### config.mk
export PLATFORM = sky130hd
export DESIGN_NAME = multicycle_control
export DESIGN_NICKNAME = d
export VERILOG_FILES = /design/src/rtl/mips_pkg.sv /design/src/rtl/multicycle_control.sv
export SDC_FILE = /design/constraint.sdc
export NUM_CORES = 1
export LEC_CHECK = 0
export CAP_MARGIN = 30
export CORE_UTILIZATION = 46
export CTS_BUF_LIST = sky130_fd_sc_hd__clkbuf_2
export DETAILED_ROUTE_END_ITERATION = 12
export PLACE_DENSITY = 0.86
export SYNTH_ARGS = -nofsm -noshare
export SYNTH_HDL_FRONTEND = slang
export SYNTH_SLANG_ARGS = --single-unit
### constraint.sdc
create_clock -name clk -period 2.4 [get_ports clk]
set_clock_uncertainty 0.1 [all_clocks]
set_input_delay 0.48 -clock clk [delete_from_list [all_inputs] [get_ports clk]]
set_output_delay 0.48 -clock clk [all_outputs]
set_load 0.03 [all_outputs]
### src/rtl/mips_pkg.sv
// Shared constants for the multicycle MIPS control path: opcodes, ALU and mux
// encodings, the control FSM state set and the packed control-word layout.
package mips_pkg;

    localparam logic [5:0] OP_RTYPE = 6'b000000;
    localparam logic [5:0] OP_LW    = 6'b100011;
    localparam logic [5:0] OP_SW    = 6'b101011;
    localparam logic [5:0] OP_BEQ   = 6'b000100;
    localparam logic [5:0] OP_J     = 6'b000010;
    localparam logic [5:0] OP_ADDI  = 6'b001000;

    // alu_op classes consumed by the ALU control stage
    localparam logic [1:0] ALUOP_ADD   = 2'b00;
    localparam logic [1:0] ALUOP_SUB   = 2'b01;
    localparam logic [1:0] ALUOP_FUNCT = 2'b10;

    localparam logic [1:0] ALUSRCB_B       = 2'b00;
    localparam logic [1:0] ALUSRCB_FOUR    = 2'b01;
    localparam logic [1:0] ALUSRCB_IMM     = 2'b10;
    localparam logic [1:0] ALUSRCB_IMM_SL2 = 2'b11;

    localparam logic [1:0] PCSRC_ALU    = 2'b00;
    localparam logic [1:0] PCSRC_ALUOUT = 2'b01;
    localparam logic [1:0] PCSRC_JUMP   = 2'b10;

    typedef enum logic [3:0] {
        S_IDLE    = 4'd0,
        S_FETCH   = 4'd1,
        S_DECODE  = 4'd2,
        S_MEMADR  = 4'd3,
        S_MEMRD   = 4'd4,
        S_MEMWB   = 4'd5,
        S_MEMWR   = 4'd6,
        S_EXEC    = 4'd7,
        S_RWB     = 4'd8,
        S_BRANCH  = 4'd9,
        S_JUMP    = 4'd10,
        S_ADDI_EX = 4'd11,
        S_ADDI_WB = 4'd12,
        S_ILLEGAL = 4'd13
    } state_t;

    typedef struct packed {
        logic       pc_write;
        logic       pc_write_cond;
        logic       iord;
        logic       mem_read;
        logic       mem_write;
        logic       ir_write;
        logic       mem_to_reg;
        logic       reg_dst;
        logic       reg_write;
        logic       alu_src_a;
        logic [1:0] alu_src_b;
        logic [1:0] alu_op;
        logic [1:0] pc_source;
        logic       illegal_op;
        logic       instr_done;
    } ctrl_t;

    // Dispatch target out of DECODE for a given opcode.
    function automatic state_t decode_target(input logic [5:0] op);
        state_t s;
        case (op)
            OP_LW, OP_SW: s = S_MEMADR;
            OP_RTYPE:     s = S_EXEC;
            OP_BEQ:       s = S_BRANCH;
            OP_J:         s = S_JUMP;
            OP_ADDI:      s = S_ADDI_EX;
            default:      s = S_ILLEGAL;
        endcase
        return s;
    endfunction

endpackage

### src/rtl/multicycle_control.sv
// Main control FSM of the multicycle MIPS datapath. Moore outputs decoded from
// the state register; only memory-handshake strobes also look at mem_ready.
module multicycle_control
    import mips_pkg::*;
(
    input  logic       clk,
    input  logic       reset_n,
    input  logic [5:0] opcode,
    input  logic       mem_ready,
    output logic       pc_write,
    output logic       pc_write_cond,
    output logic       iord,
    output logic       mem_read,
    output logic       mem_write,
    output logic       ir_write,
    output logic       mem_to_reg,
    output logic       reg_dst,
    output logic       reg_write,
    output logic       alu_src_a,
    output logic [1:0] alu_src_b,
    output logic [1:0] alu_op,
    output logic [1:0] pc_source,
    output logic       illegal_op,
    output logic       instr_done
);

    state_t     r_state;
    state_t     w_next;
    logic [5:0] r_opcode;
    ctrl_t      w_ctrl;

    // The opcode is captured on leaving DECODE so later IR changes cannot
    // steer the lw/sw split in MEMADR.
    always_ff @(posedge clk or negedge reset_n) begin
        if (!reset_n) begin
            r_state  <= S_IDLE;
            r_opcode <= 6'd0;
        end else begin
            r_state <= w_next;
            if (r_state == S_DECODE) begin
                r_opcode <= opcode;
            end
        end
    end

    always_comb begin
        w_next = S_FETCH;
        w_ctrl = '0;
        case (r_state)
            S_IDLE: begin
                w_next = S_FETCH;
            end
            S_FETCH: begin
                w_ctrl.mem_read  = 1'b1;
                w_ctrl.alu_src_a = 1'b0;
                w_ctrl.alu_src_b = ALUSRCB_FOUR;
                w_ctrl.alu_op    = ALUOP_ADD;
                w_ctrl.pc_source = PCSRC_ALU;
                w_ctrl.ir_write  = mem_ready;
                w_ctrl.pc_write  = mem_ready;
                w_next           = mem_ready ? S_DECODE : S_FETCH;
            end
            S_DECODE: begin
                w_ctrl.alu_src_a = 1'b0;
                w_ctrl.alu_src_b = ALUSRCB_IMM_SL2;
                w_ctrl.alu_op    = ALUOP_ADD;
                w_next           = decode_target(opcode);
            end
            S_MEMADR: begin
                w_ctrl.alu_src_a = 1'b1;
                w_ctrl.alu_src_b = ALUSRCB_IMM;
                w_ctrl.alu_op    = ALUOP_ADD;
                w_next           = (r_opcode == OP_SW) ? S_MEMWR : S_MEMRD;
            end
            S_MEMRD: begin
                w_ctrl.mem_read = 1'b1;
                w_ctrl.iord     = 1'b1;
                w_next          = mem_ready ? S_MEMWB : S_MEMRD;
            end
            S_MEMWB: begin
                w_ctrl.reg_dst    = 1'b0;
                w_ctrl.mem_to_reg = 1'b1;
                w_ctrl.reg_write  = 1'b1;
                w_ctrl.instr_done = 1'b1;
                w_next            = S_FETCH;
            end
            S_MEMWR: begin
                // mem_write is held through wait states; done only on the ready cycle.
                w_ctrl.iord       = 1'b1;
                w_ctrl.mem_write  = 1'b1;
                w_ctrl.instr_done = mem_ready;
                w_next            = mem_ready ? S_FETCH : S_MEMWR;
            end
            S_EXEC: begin
                w_ctrl.alu_src_a = 1'b1;
                w_ctrl.alu_src_b = ALUSRCB_B;
                w_ctrl.alu_op    = ALUOP_FUNCT;
                w_next           = S_RWB;
            end
            S_RWB: begin
                w_ctrl.reg_dst    = 1'b1;
                w_ctrl.reg_write  = 1'b1;
                w_ctrl.mem_to_reg = 1'b0;
                w_ctrl.instr_done = 1'b1;
                w_next            = S_FETCH;
            end
            S_BRANCH: begin
                w_ctrl.alu_src_a     = 1'b1;
                w_ctrl.alu_src_b     = ALUSRCB_B;
                w_ctrl.alu_op        = ALUOP_SUB;
                w_ctrl.pc_write_cond = 1'b1;
                w_ctrl.pc_source     = PCSRC_ALUOUT;
                w_ctrl.instr_done    = 1'b1;
                w_next               = S_FETCH;
            end
            S_JUMP: begin
                w_ctrl.pc_write   = 1'b1;
                w_ctrl.pc_source  = PCSRC_JUMP;
                w_ctrl.instr_done = 1'b1;
                w_next            = S_FETCH;
            end
            S_ADDI_EX: begin
                w_ctrl.alu_src_a = 1'b1;
                w_ctrl.alu_src_b = ALUSRCB_IMM;
                w_ctrl.alu_op    = ALUOP_ADD;
                w_next           = S_ADDI_WB;
            end
            S_ADDI_WB: begin
                w_ctrl.reg_dst    = 1'b0;
                w_ctrl.mem_to_reg = 1'b0;
                w_ctrl.reg_write  = 1'b1;
                w_ctrl.instr_done = 1'b1;
                w_next            = S_FETCH;
            end
            S_ILLEGAL: begin
                // PC already advanced in FETCH, so the bad word is simply skipped.
                w_ctrl.illegal_op = 1'b1;
                w_ctrl.instr_done = 1'b1;
                w_next            = S_FETCH;
            end
            default: begin
                w_ctrl = '0;
                w_next = S_FETCH;
            end
        endcase
    end

    assign pc_write      = w_ctrl.pc_write;
    assign pc_write_cond = w_ctrl.pc_write_cond;
    assign iord          = w_ctrl.iord;
    assign mem_read      = w_ctrl.mem_read;
    assign mem_write     = w_ctrl.mem_write;
    assign ir_write      = w_ctrl.ir_write;
    assign mem_to_reg    = w_ctrl.mem_to_reg;
    assign reg_dst       = w_ctrl.reg_dst;
    assign reg_write     = w_ctrl.reg_write;
    assign alu_src_a     = w_ctrl.alu_src_a;
    assign alu_src_b     = w_ctrl.alu_src_b;
    assign alu_op        = w_ctrl.alu_op;
    assign pc_source     = w_ctrl.pc_source;
    assign illegal_op    = w_ctrl.illegal_op;
    assign instr_done    = w_ctrl.instr_done;

endmodule

==> results <==
-- power groups by stage --
stage          clock network, µW  logic, µW  registers (µW)
2_1_floorplan                  0        680             302
3_3_place_gp                   0        920             348
3_5_place_dp                   0        940             357
4_1_cts                     86.2        919             364
5_1_grt                     94.2        975             380
6_report                    80.6        910             366
-- synthesized netlist by cell type --
cell	instances	share of area (%)
nor2_1	13	6.5
dfrtp_1	10	33
a21oi_1	7	4.7
nand2_1	7	3.5
mux2_2	6	9.0
nor2b_1	4	3.3
and3_1	3	2.5
buf_2	3	2.0
a31oi_1	2	1.7
inv_1	2	1.0
nand2b_1	2	1.7
nor3_1	2	1.3
nor3b_1	2	2.0
nor4b_1	2	2.3
nor4bb_1	2	2.7
o211ai_1	2	2.0
o21ai_0	2	1.3
o22ai_1	2	1.7
o31ai_1	2	2.0
a211oi_1	1	1.0
a21boi_0	1	1.0
a311oi_1	1	1.2
buf_4	1	1.0
buf_6	1	1.5
clkbuf_1	1	0.50
nand2b_2	1	1.2
nand2b_4	1	1.8
nand4_1	1	0.84
nor3_4	1	2.2
nor4_1	1	0.84
o21a_1	1	1.0
xnor2_1	1	1.2
-- cells by family (layout without fill, tap and decap cells) --
kind of cell / Yosys count / in the layout / share of synthesized area (%)
flops: 10 / 10 / 33.4
mux: 6 / 6 / 9.03
xor+xnor: 1 / 1 / 1.17
simple gates: 42 / 42 / 32.8
buf+inv: 8 / 34 / 6.02
compound gates: 21 / 21 / 17.6
-- final timing paths --
| kind | slack, ns | to | startpoint | depth (start not counted) |
|---|---|---|---|---|
| hold / removal | 0.41 | r_opcode[0] | r_opcode[0] | 1 |
| setup / recovery | 0.09 | mem_read | r_state[1] | 3 |
| hold reg to reg | 0.41 | r_opcode[0] | r_opcode[0] | 1 |
| max in group asynchronous | 1.41 | r_state[2] | reset_n | 1 |
| setup reg to reg | 0.78 | r_opcode[1] | r_state[3] | 3 |
| min in group asynchronous | 0.46 | r_opcode[0] | reset_n | 1 |
-- through the flow --
stage | util [%] | cells | hold WS, ns | total power [µW] | instance area [µm²]
detailed placement | 66.8 | 127 | 0.387 | 1300 | 1010
finish | 68.7 | 130 | 0.410 | 1360 | 1030
global placement | 66.8 | 127 | 0.384 | 1270 | 1010
floorplan | - | 88 | 0.0844 | 981 | 748
CTS | 67.5 | 130 | 0.413 | 1370 | 1020
global route | 68.7 | 130 | 0.457 | 1450 | 1030
-- flip-flops by register name, indices dropped and copies added, names as in the netlist --
name,cells
r_opcode,6
r_state,4
-- routing by layer --
| metal | vias up | routed length [µm] | share of wire [%] | GRT usage [%] |
|---|---|---|---|---|
| li1 | 369 | - | - | - |
| met1 | 341 | 794 | 43 | 26.9 |
| met2 | 40 | 909 | 49 | 41.5 |
| met3 | 4 | 107 | 5.8 | 1.72 |
| met4 | 0 | 27 | 1.5 | 11.3 |
| met5 | - | 0 | 0 | 0 |
-- cell type report --
cell class | instances | area share [%]
clock buffer | 3 | 1.45
inverter | 2 | 0.726
multi-input combinational | 70 | 43.8
sequential | 10 | 24.5
tap | 16 | 1.93
timing repair buffer | 29 | 27.6
-- what timing repair did --
item / in CTS / in global routing
endpoints found under the setup margin: 12 / 7
buffers inserted: 0 / 0
gates resized for setup: 9 / 7
==> reports/qor.yml <==
critPathArrivalTime_ns: 1.73
power_frac_seq_pct: 27.0
path_clk_slew_ns: 0.08
yosysWarnings: 0
ys_seq_area_share_pct: 33.4
syn_area_per_cell_um2: 8.50
syn_to_final_growth_pct: 38.3
die_h_um: 42.3
p_sw_share_pct: 50.5
grt_pass1_wl_um: 3140
critPathRequiredTime_ns: 1.82
via_per_inst: 5.80
path_buf_inv: 2
multi_input_area_um2: 453
antenna_left: 0
clockBufferDepth: 2
fin_nets: 125
path_delay_family: "buffers and inverters"
combPwrFrac_pct: 67.1
p_sw_uw: 685
numClockSinks: 10
dieWidth_um: 42.3
final_cell_mix: "nor2_1, clkdlybuf4s50_1"
diodes: 0
placeableCoreArea_um2: 1510
syn_area_um2: 748
port_buffers: 26
gp_congestion: 0.791
powerDensity_nw_per_um2: 1310
htreeDepth: 1
hp-class: "reg -> reg"
layout.cells.most_common: "nor2_1"
max_slew_margin_pct: 69.8
overflow: 0
drt_pre_antenna_iters: 4
cpPeakStageDelay_ns: 0.70
synth-seq-cells: 10
critical-path-slowest-cell: "clkdlybuf4s50_1"
synth_cell_types: 32
io_pins: 27
start_kind: "register"
ir_drop_mv: 0.741
routed_wl_um: 1840
final_max_slew_viol_count: 0
fin_setup_tns_ns: 0
hold_buffers: 0
seq_area_um2: 254
grt_pass1_vias: 732
cp_max_fo: 11
clock_latency_ns: 0.23
rsz0062_at_grt: "false"
cts-root-buf: "clkbuf_2"
n_fill_cell: 134
worstPathCellList: "buf_4, nor3_1, clkdlybuf4s50_1"
wl_per_cell_um: 14.1
min_period_ns: 2.31
drtIter0Drc: 11
synth.net_count: 97
grt_start_max_net_pins: 16
drv_cap: 0
worst-slew-pin-transition_ns: 0.451
worst-setup-path-type: "reg -> out"
setup_violations: 0
max_freq_mhz: 432
track_usage_pct: 22.9
pre_cts_slack_ns: 0.115
end_kind: "output port"
hpwl_um: 1410
antenna_found_initial: 0
netlist_instances: 88
numCtsBuffers: 3
setup_ws_ns: 0.0866
p_leak_uw: 0.000554
intPower_uw: 671
die-area_um2: 1790
status: "complete, no violations"
hold_viol: 0
layout-drive-gt1-share_pct: 18.4
start_util_pct: 49.7
clkPwrFrac_pct: 5.9
fin_crit_sh_pct: 96.4
drc: 0
fp-row-count: 14
cts_tree: "done"
vias: 754
No activity file was read; power rests on OpenSTA's default activity.
